## src/rtl/uart_rx_capture.sv

```systemverilog
// uart_rx_capture: oversampling 8N1 UART receiver with glitch rejection,
// stop-bit framing check and a first-word-fall-through byte FIFO.
module uart_rx_capture #(
  parameter int FifoDepth = 8,
  parameter int CntWidth  = 16
) (
  input  logic                clk_i,
  input  logic                rst_ni,
  input  logic                en_i,
  input  logic [CntWidth-1:0] baud_div_i,
  input  logic                uart_rx_i,
  output logic [7:0]          data_o,
  output logic                valid_o,
  input  logic                ready_i,
  output logic                frame_err_o,
  output logic                overflow_o,
  output logic [CntWidth-1:0] drop_cnt_o,
  output logic                busy_o
);

  localparam int AddrW = (FifoDepth > 1) ? $clog2(FifoDepth) : 1;

  typedef enum logic [2:0] {
    IDLE,
    START,
    DATA,
    STOP,
    BREAK
  } state_e;

  state_e              state_q, state_d;
  logic [1:0]          sync_q;
  logic                rx_s;
  logic [CntWidth-1:0] div_q, div_d;
  logic [CntWidth-1:0] cnt_q, cnt_d;
  logic [CntWidth-1:0] div_eff;
  logic [2:0]          bit_idx_q, bit_idx_d;
  logic [7:0]          shift_q, shift_d;
  logic                expire;
  logic                push_req;
  logic                frame_err_d;

  logic [7:0]          mem_q [FifoDepth];
  logic [AddrW-1:0]    wr_ptr_q, rd_ptr_q;
  logic [AddrW:0]      count_q;
  logic                full;
  logic                pop;
  logic                push_ok;
  logic                overflow_d;
  logic                frame_err_q;
  logic                overflow_q;
  logic [CntWidth-1:0] drop_cnt_q;

  assign rx_s    = sync_q[1];
  assign div_eff = (baud_div_i < CntWidth'(4)) ? CntWidth'(4) : baud_div_i;
  assign expire  = (cnt_q == CntWidth'(1));

  // Two-flop synchronizer; idles high so reset never looks like a start bit
  always_ff @(posedge clk_i) begin
    if (!rst_ni) begin
      sync_q <= 2'b11;
    end else begin
      sync_q <= {sync_q[0], uart_rx_i};
    end
  end

  // Receiver state, bit timing and shift register
  always_ff @(posedge clk_i) begin
    if (!rst_ni) begin
      state_q   <= IDLE;
      div_q     <= CntWidth'(4);
      cnt_q     <= '0;
      bit_idx_q <= '0;
      shift_q   <= '0;
    end else begin
      state_q   <= state_d;
      div_q     <= div_d;
      cnt_q     <= cnt_d;
      bit_idx_q <= bit_idx_d;
      shift_q   <= shift_d;
    end
  end

  // Frame decoding: next state, sample points, push and framing-error requests
  always_comb begin
    state_d     = state_q;
    div_d       = div_q;
    cnt_d       = cnt_q;
    bit_idx_d   = bit_idx_q;
    shift_d     = shift_q;
    push_req    = 1'b0;
    frame_err_d = 1'b0;

    unique case (state_q)
      IDLE: begin
        if (en_i && !rx_s) begin
          div_d   = div_eff;
          cnt_d   = div_eff >> 1;
          state_d = START;
        end
      end
      START: begin
        if (expire) begin
          if (!rx_s) begin
            state_d   = DATA;
            bit_idx_d = 3'd0;
            cnt_d     = div_q;
          end else begin
            state_d = IDLE;
          end
        end else begin
          cnt_d = cnt_q - CntWidth'(1);
        end
      end
      DATA: begin
        if (expire) begin
          shift_d = {rx_s, shift_q[7:1]};
          cnt_d   = div_q;
          if (bit_idx_q == 3'd7) begin
            state_d = STOP;
          end else begin
            bit_idx_d = bit_idx_q + 3'd1;
          end
        end else begin
          cnt_d = cnt_q - CntWidth'(1);
        end
      end
      STOP: begin
        if (expire) begin
          if (rx_s) begin
            push_req = 1'b1;
            state_d  = IDLE;
          end else begin
            frame_err_d = 1'b1;
            state_d     = BREAK;
          end
        end else begin
          cnt_d = cnt_q - CntWidth'(1);
        end
      end
      BREAK: begin
        if (rx_s) begin
          state_d = IDLE;
        end
      end
      default: begin
        state_d = IDLE;
      end
    endcase

    if (!en_i) begin
      state_d     = IDLE;
      push_req    = 1'b0;
      frame_err_d = 1'b0;
    end
  end

  // A pop in the same cycle frees a slot in a full FIFO, so the push still lands
  assign full       = (count_q == (AddrW + 1)'(FifoDepth));
  assign valid_o    = (count_q != '0);
  assign pop        = valid_o && ready_i;
  assign push_ok    = push_req && (!full || pop);
  assign overflow_d = push_req && full && !pop;

  // FIFO storage; contents need no reset because count gates visibility
  always_ff @(posedge clk_i) begin
    if (push_ok) begin
      mem_q[wr_ptr_q] <= shift_q;
    end
  end

  // FIFO pointers and occupancy
  always_ff @(posedge clk_i) begin
    if (!rst_ni) begin
      wr_ptr_q <= '0;
      rd_ptr_q <= '0;
      count_q  <= '0;
    end else begin
      if (push_ok) begin
        wr_ptr_q <= wr_ptr_q + AddrW'(1);
      end
      if (pop) begin
        rd_ptr_q <= rd_ptr_q + AddrW'(1);
      end
      case ({push_ok, pop})
        2'b10:   count_q <= count_q + (AddrW + 1)'(1);
        2'b01:   count_q <= count_q - (AddrW + 1)'(1);
        default: count_q <= count_q;
      endcase
    end
  end

  // Error pulses and the saturating drop counter
  always_ff @(posedge clk_i) begin
    if (!rst_ni) begin
      frame_err_q <= 1'b0;
      overflow_q  <= 1'b0;
      drop_cnt_q  <= '0;
    end else begin
      frame_err_q <= frame_err_d;
      overflow_q  <= overflow_d;
      if (overflow_d && (drop_cnt_q != '1)) begin
        drop_cnt_q <= drop_cnt_q + CntWidth'(1);
      end
    end
  end

  assign data_o      = valid_o ? mem_q[rd_ptr_q] : 8'h00;
  assign frame_err_o = frame_err_q;
  assign overflow_o  = overflow_q;
  assign drop_cnt_o  = drop_cnt_q;
  assign busy_o      = (state_q != IDLE);

endmodule

```

## config.mk

```make
export PLATFORM = sky130hd
export DESIGN_NAME = uart_rx_capture
export DESIGN_NICKNAME = d
export VERILOG_FILES = /design/src/rtl/uart_rx_capture.sv
export SDC_FILE = /design/constraint.sdc
export NUM_CORES = 1
export LEC_CHECK = 0
export CAP_MARGIN = 20
export CORE_MARGIN = 2
export CORE_UTILIZATION = 55
export DETAILED_ROUTE_END_ITERATION = 8
export GPL_TIMING_DRIVEN = 0
export PLACE_DENSITY_LB_ADDON = 0.25
export SLEW_MARGIN = 20
export SYNTH_ARGS = -nofsm -noshare
export SYNTH_HDL_FRONTEND = slang
export SYNTH_SLANG_ARGS = --single-unit
```

## constraint.sdc

```tcl
create_clock -name clk_i -period 3.2 [get_ports clk_i]
set_input_delay 0.8 -clock clk_i [delete_from_list [all_inputs] [get_ports clk_i]]
set_output_delay 0.8 -clock clk_i [all_outputs]
set_load 0.02 [all_outputs]
```

==> flow_metrics.py, run 1 <==
metrics = {
    "run_status": {
        "status": "finished, final reports clean",
    },
    "clock_tree": {
        "path_clk_slew_ps": 60,
        "numCtsBuffers": 17,
        "clkLatencyLatePin_ps": 420,
        "clockBufferDepth": 2,
        "cts.htree.levels": 4,
        "cts_root_buffer": "clkbuf_16",
        "cts_num_sinks": 143,
        "post_cts_buffers": 0,
        "cts_tree": "built",
    },
    "floorplan": {
        "core_area_mm2": 0.0116,
        "io_pins": 49,
        "rows": 39,
        "dieHeight_um": 113,
        "start_util_pct": 57.0,
        "die-area_mm2": 0.0129,
        "dieWidth_um": 113,
    },
    "global_route": {
        "grt_pass1_vias": 5241,
        "grt_max_degree": 17,
        "antenna_found_initial": 0,
        "track_usage_pct": 25.7,
        "grt_pass1_wl_um": 25700,
        "grt_overflow": 0,
    },
    "setup_path": {
        "critical_path.endpoint_type": "primary output",
        "critPathTopFamily": "simple AND/OR/NAND/NOR gates",
        "start_kind": "flip-flop",
        "crit_fanout": 9,
        "crit_type": "flip-flop to primary output",
        "required_ps": 2400,
        "crit_arrival_ps": 2230,
        "worst-path-buf-inv": 2,
        "path_cells": "or3_1 > nor2_4 > inv_1 > clkdlybuf4s50_1",
        "slowest_stage": "clkdlybuf4s50_1",
        "critPathMaxStageDelay_ps": 560,
    },
    "synth": {
        "yosysSeqAreaShare_pct": 53.1,
        "synth_flop_cell": "dfxtp_1",
        "synth_area_mm2": 0.00659,
        "synth-seq-cells": 143,
        "synth_top_area_share_pct": 29.1,
        "syn_nets": 661,
        "yosys.area.top_type": "edfxtp_1",
        "yosysMostFrequentCell": "dfxtp_1",
        "synthCells": 632,
        "yosysUniqueCellTypes": 56,
        "synth_enable_flop_cells": 64,
        "yosys_warnings": 0,
        "synth_area_leaders": "edfxtp_1, dfxtp_1, mux4_2, nand2_1, a21oi_1",
        "async_flop_share_pct": 0,
        "synth_commonest_cells": "dfxtp_1, nand2_1, edfxtp_1, nor2_1, a21oi_1",
        "avgSynthCellArea_um2": 10.4,
    },
    "cells_and_area": {
        "area_delta_synth_final_pct": 19.4,
        "layout-drive-gt1-share_pct": 9.03,
        "diodes": 0,
        "final_nets": 726,
        "final_cell_area_mm2": 0.00787,
    },
    "place": {
        "dp_slack_ps": -558,
        "io_buffers": 48,
        "placed_area_mm2": 0.00726,
        "place_hpwl_um": 11200,
        "gp_congestion": 0.929,
    },
    "power": {
        "total_power_mw": 4.09,
        "max-vdd-ir-drop_v": 0.000381,
        "p_per_area_mw_per_mm2": 520,
        "p_leak_nw": 2.70,
    },
    "timing": {
        "worst_slack_ps": 168,
        "grt_setup_unrepaired": "yes",
        "drv_slew": 0,
        "fmax_mhz": 330,
        "tns_ps": 0,
        "fin_crit_sh_pct": 94.8,
        "worst_slew_pin_slew_ps": 964,
        "report.final.setup_viol": 0,
        "hold_viol_final": 0,
        "slew_headroom_pct": 35.1,
        "min_period_ps": 3030,
        "skew_ps": 6.06,
    },
    "drt": {
        "antenna_left": 0,
        "dr_total_vias": 5292,
        "drt_iter0_markers": 443,
        "wire_per_inst_um": 18.6,
        "wl_um": 15900,
        "drt_pass1_iterations": 6,
        "drc": 0,
        "vias_per_cell": 6.21,
    },
    "worst_hold_path": {
        "hp-class": "flip-flop to flip-flop",
    },
    "flow_run": {
        "maxCapViolCount": 0,
    },
}
[power by group]
part | internal (mW) | switching, mW | total (mW)
clock | 1.21 | 0.738 | 1.95
combinational | 0.0833 | 0.137 | 0.220
sequential | 1.90 | 0.0151 | 1.92
[per-stage QoR]
step	instances	hold WS [ps]	util [%]
2_1_floorplan	632	386	-
3_3_place_gp	823	393	62.7
3_5_place_dp	823	400	62.8
4_1_cts	852	412	67.9
5_1_grt	852	440	68.1
6_report	852	411	68.1
[final cells by class]
cell class                      count  area (um^2)
Sequential cell                   143         3510
Buffer                             32          135
Clock buffer                       19          433
Tap cell                          143          179
Multi-Input combinational cell    443         2940
Inverter                           12         45.0
Clock inverter                     12          144
Fill cell                         882         3690
Timing Repair Buffer               48          489
[timing repair]
action                     4_1_cts  5_1_grt
resized for setup               15        8
gates cloned                     0        0
hold buffers                     0        0
setup endpoints to repair        9       13
[cell families after synthesis]
group | count (synthesis) | synth area share [%]
AOI/OAI and AO/OA | 134 | 12.6
DFF | 143 | 53.1
buffers and inverters | 46 | 2.68
xor gates and xnor gates | 8 | 1.06
muxes | 39 | 8.96
and+or+nand+nor | 254 | 20.1
adders and majority gates | 8 | 1.52
[worst paths after layout]
| path | from | endpoint | slack (ps) | depth (start not counted) |
|---|---|---|---|---|
| max | count_q[0] | valid_o | 170 | 4 |
| min | sync_q[0] | sync_q[1] | 410 | 1 |
| max reg2reg | cnt_q[11] | count_q[2] | 270 | 9 |
| min reg2reg | sync_q[0] | sync_q[1] | 410 | 1 |
[flip-flops by register name, indices dropped and copies added, names as in the netlist, 4 cells and up, named ones only]
name and cells:
div_q 16, shift_q 8, mem_q 64, drop_cnt_o 16
cnt_q 16, count_q 4
[per-layer routing]
layer	routed length, um	GRT usage [%]
met5	0	0
met4	571	13.3
met3	818	5.42
met2	7830	43.6
met1	6640	31.1
[worst register-to-register path, delay by kind of cell, from the launching register on]
| kind | cells | cell delay (ps) |
|---|---|---|
| DFF | 1 | 380 |
| xor gates and xnor gates | 1 | 180 |
| adders and majority gates | 1 | 190 |
| and+or+nand+nor | 3 | 840 |
| AOI/OAI and AO/OA | 2 | 710 |
| muxes | 1 | 200 |
| buffers and inverters | 1 | 360 |
[cell usage in the layout, fill, tap and decap left out, drive strengths merged, types with 16 or more instances in the layout]
cell            n
mux2i          23
mux4           16
dfxtp          79
o31ai          16
nand2          73
clkbuf         44
clkdlybuf4s50  40
nor3           20
a21oi          49
nor2           51
nand3          16
edfxtp         64
o21ai          23
(Power assumes the default switching activity.)
==> run 2: changes to the inputs <==
--- a/config.mk
+++ b/config.mk
@@ -11,6 +11,7 @@
 export DETAILED_ROUTE_END_ITERATION = 8
 export GPL_TIMING_DRIVEN = 0
 export PLACE_DENSITY_LB_ADDON = 0.25
+export SKIP_CTS_REPAIR_TIMING = 1
 export SLEW_MARGIN = 20
 export SYNTH_ARGS = -nofsm -noshare
 export SYNTH_HDL_FRONTEND = slang
==> run 2 against run 1 <==
  * Power about the same
  * Sequential share of layout area down 0.064 points
  * Design area increased by 0.14%
  * Largest cell class unchanged
  * Highest routed layer unchanged
==> flow_metrics.py, run 2 (same netlist as run 1, synthesis figures left out) <==
metrics = {
    "timing": {
        "skew_ps": 5.79,
        "fmax_mhz": 330,
        "report.final.setup_viol": 0,
        "drv_slew": 0,
        "worst_slew_pin_slew_ps": 962,
        "min_period_ps": 3030,
        "grt_setup_unrepaired": "yes",
        "slew_headroom_pct": 35.3,
        "hold_viol_final": 0,
        "fin_crit_sh_pct": 94.8,
    },
    "drt": {
        "antenna_left": 0,
        "drt_iter0_markers": 445,
        "drc": 0,
        "drt_pass1_iterations": 5,
        "dr_total_vias": 5278,
        "wire_per_inst_um": 18.7,
        "wl_um": 15900,
        "vias_per_cell": 6.19,
    },
    "cells_and_area": {
        "fin_util_pct": 68.1,
        "multiInputGateArea_mm2": 0.00294,
        "regArea_mm2": 0.00351,
        "layout-drive-gt1-share_pct": 9.03,
        "largest_reg_flops": 64,
        "layout_commonest_cell": "dfxtp_1",
        "layout_common_cells": "dfxtp_1, nand2_1, edfxtp_1",
        "nFillCells": 879,
        "area_delta_synth_final_pct": 19.5,
        "largest-register": "mem_q",
        "diodes": 0,
        "final_nets": 726,
    },
    "setup_path": {
        "start_kind": "flip-flop",
        "crit_type": "flip-flop to primary output",
        "crit_arrival_ps": 2230,
        "rrSetupSlack_ps": 280,
        "required_ps": 2400,
        "critical_path.endpoint_type": "primary output",
        "crit_fanout": 9,
    },
    "floorplan": {
        "rows": 39,
        "start_util_pct": 57.0,
        "dieWidth_um": 113,
        "io_pins": 49,
        "core_area_mm2": 0.0116,
        "dieHeight_um": 113,
        "die-area_mm2": 0.0129,
    },
    "place": {
        "place_hpwl_um": 11200,
        "io_buffers": 48,
        "gp_congestion": 0.929,
    },
    "flow_run": {
        "maxCapViolCount": 0,
    },
    "global_route": {
        "busiest_layer": "met2",
        "grtUsageMet1_pct": 31.2,
        "grt_overflow": 0,
        "track_usage_pct": 25.7,
        "grt_use_met2_pct": 43.6,
        "antenna_found_initial": 0,
        "grt_pass1_wl_um": 25800,
        "grt_pass1_vias": 5249,
        "gr-usage-met3_pct": 5.42,
        "grt_max_degree": 17,
    },
    "clock_tree": {
        "cts_root_buffer": "clkbuf_16",
        "clockBufferDepth": 2,
        "cts_num_sinks": 143,
        "numCtsBuffers": 17,
        "path_clk_slew_ps": 60,
        "cts_tree": "built",
        "clkLatencyLatePin_ps": 420,
        "cts.htree.levels": 4,
    },
    "power": {
        "p_per_area_mw_per_mm2": 518,
        "seq_power_share_pct": 47.0,
        "sw_frac_of_total_pct": 21.7,
        "max-vdd-ir-drop_v": 0.000381,
        "total_power_mw": 4.09,
        "p_int_mw": 3.20,
        "share_comb_of_total_power_pct": 5.4,
        "clock_power_share_pct": 47.6,
        "p_leak_nw": 2.75,
        "p_sw_mw": 0.888,
    },
    "worst_hold_path": {
        "hp-class": "flip-flop to flip-flop",
    },
    "run_status": {
        "status": "finished, final reports clean",
    },
}
## run 2: cell types whose count changed in the layout (fill, tap and decap cells not counted), sizes merged
cell | before | now
dlygate4sd2 | 3 | 0
dlymetal6s2s | 5 | 8
## run 2: metal layers
| layer | vias to the layer above | wire length [um] |
|---|---|---|
| li1 | 2518 | - |
| met1 | 2537 | 6740 |
| met2 | 180 | 7920 |
| met3 | 43 | 726 |
| met4 | 0 | 542 |
| met5 | - | 0 |
## run 2: final timing paths
path / from / endpoint / cells past startpoint
hold reg to reg: sync_q[0] / sync_q[1] / 1
hold / removal: sync_q[0] / sync_q[1] / 1
setup reg to reg: cnt_q[11] / count_q[2] / 9
setup / recovery: count_q[0] / valid_o / 4
## run 2: final cells by class
type	instances	share of cell area, %
Clock inverter	12	1.83
Sequential cell	143	44.5
Tap cell	143	2.27
Buffer	32	1.71
Multi-Input combinational cell	443	37.3
Clock buffer	19	5.49
Timing Repair Buffer	48	6.35
Inverter	12	0.572
## run 2: worst max-delay path, cell delays in order (launching register included)
cell,delay (ps)
dfxtp_1,360
or3_1,490
nor2_4,270
inv_1,130
clkdlybuf4s50_1,560
## run 2: power groups by stage
stage	clock network (mW)	registers, mW	logic (mW)
floorplan	0	1.95	0.134
global placement	0	1.96	0.213
detailed placement	0	1.96	0.214
CTS	1.97	1.92	0.216
global route	2.04	1.92	0.242
finish	1.95	1.92	0.220
## run 2: per-stage QoR
step                instance area (um^2)  hold slack [ps]  worst slack [ps]  TNS, ps  instances
finish                              7880              414               168        0        852
global route                        7880              440              9.97        0        852
CTS                                 7840              412             -1010    -8020        854
detailed placement                  7260              400              -558   -10530        823
global placement                    7250              393              -522   -12990        823
floorplan                           6590              386               383        0        632
==> run 3: changes to the inputs <==
--- a/config.mk
+++ b/config.mk
@@ -8,6 +8,7 @@
 export CAP_MARGIN = 20
 export CORE_MARGIN = 2
 export CORE_UTILIZATION = 55
+export CTS_CLUSTER_DIAMETER = 50
 export DETAILED_ROUTE_END_ITERATION = 8
 export GPL_TIMING_DRIVEN = 0
 export PLACE_DENSITY_LB_ADDON = 0.25
==> results of run 3 <==
Final layout, timing and power as in run 2 (identical DEF).
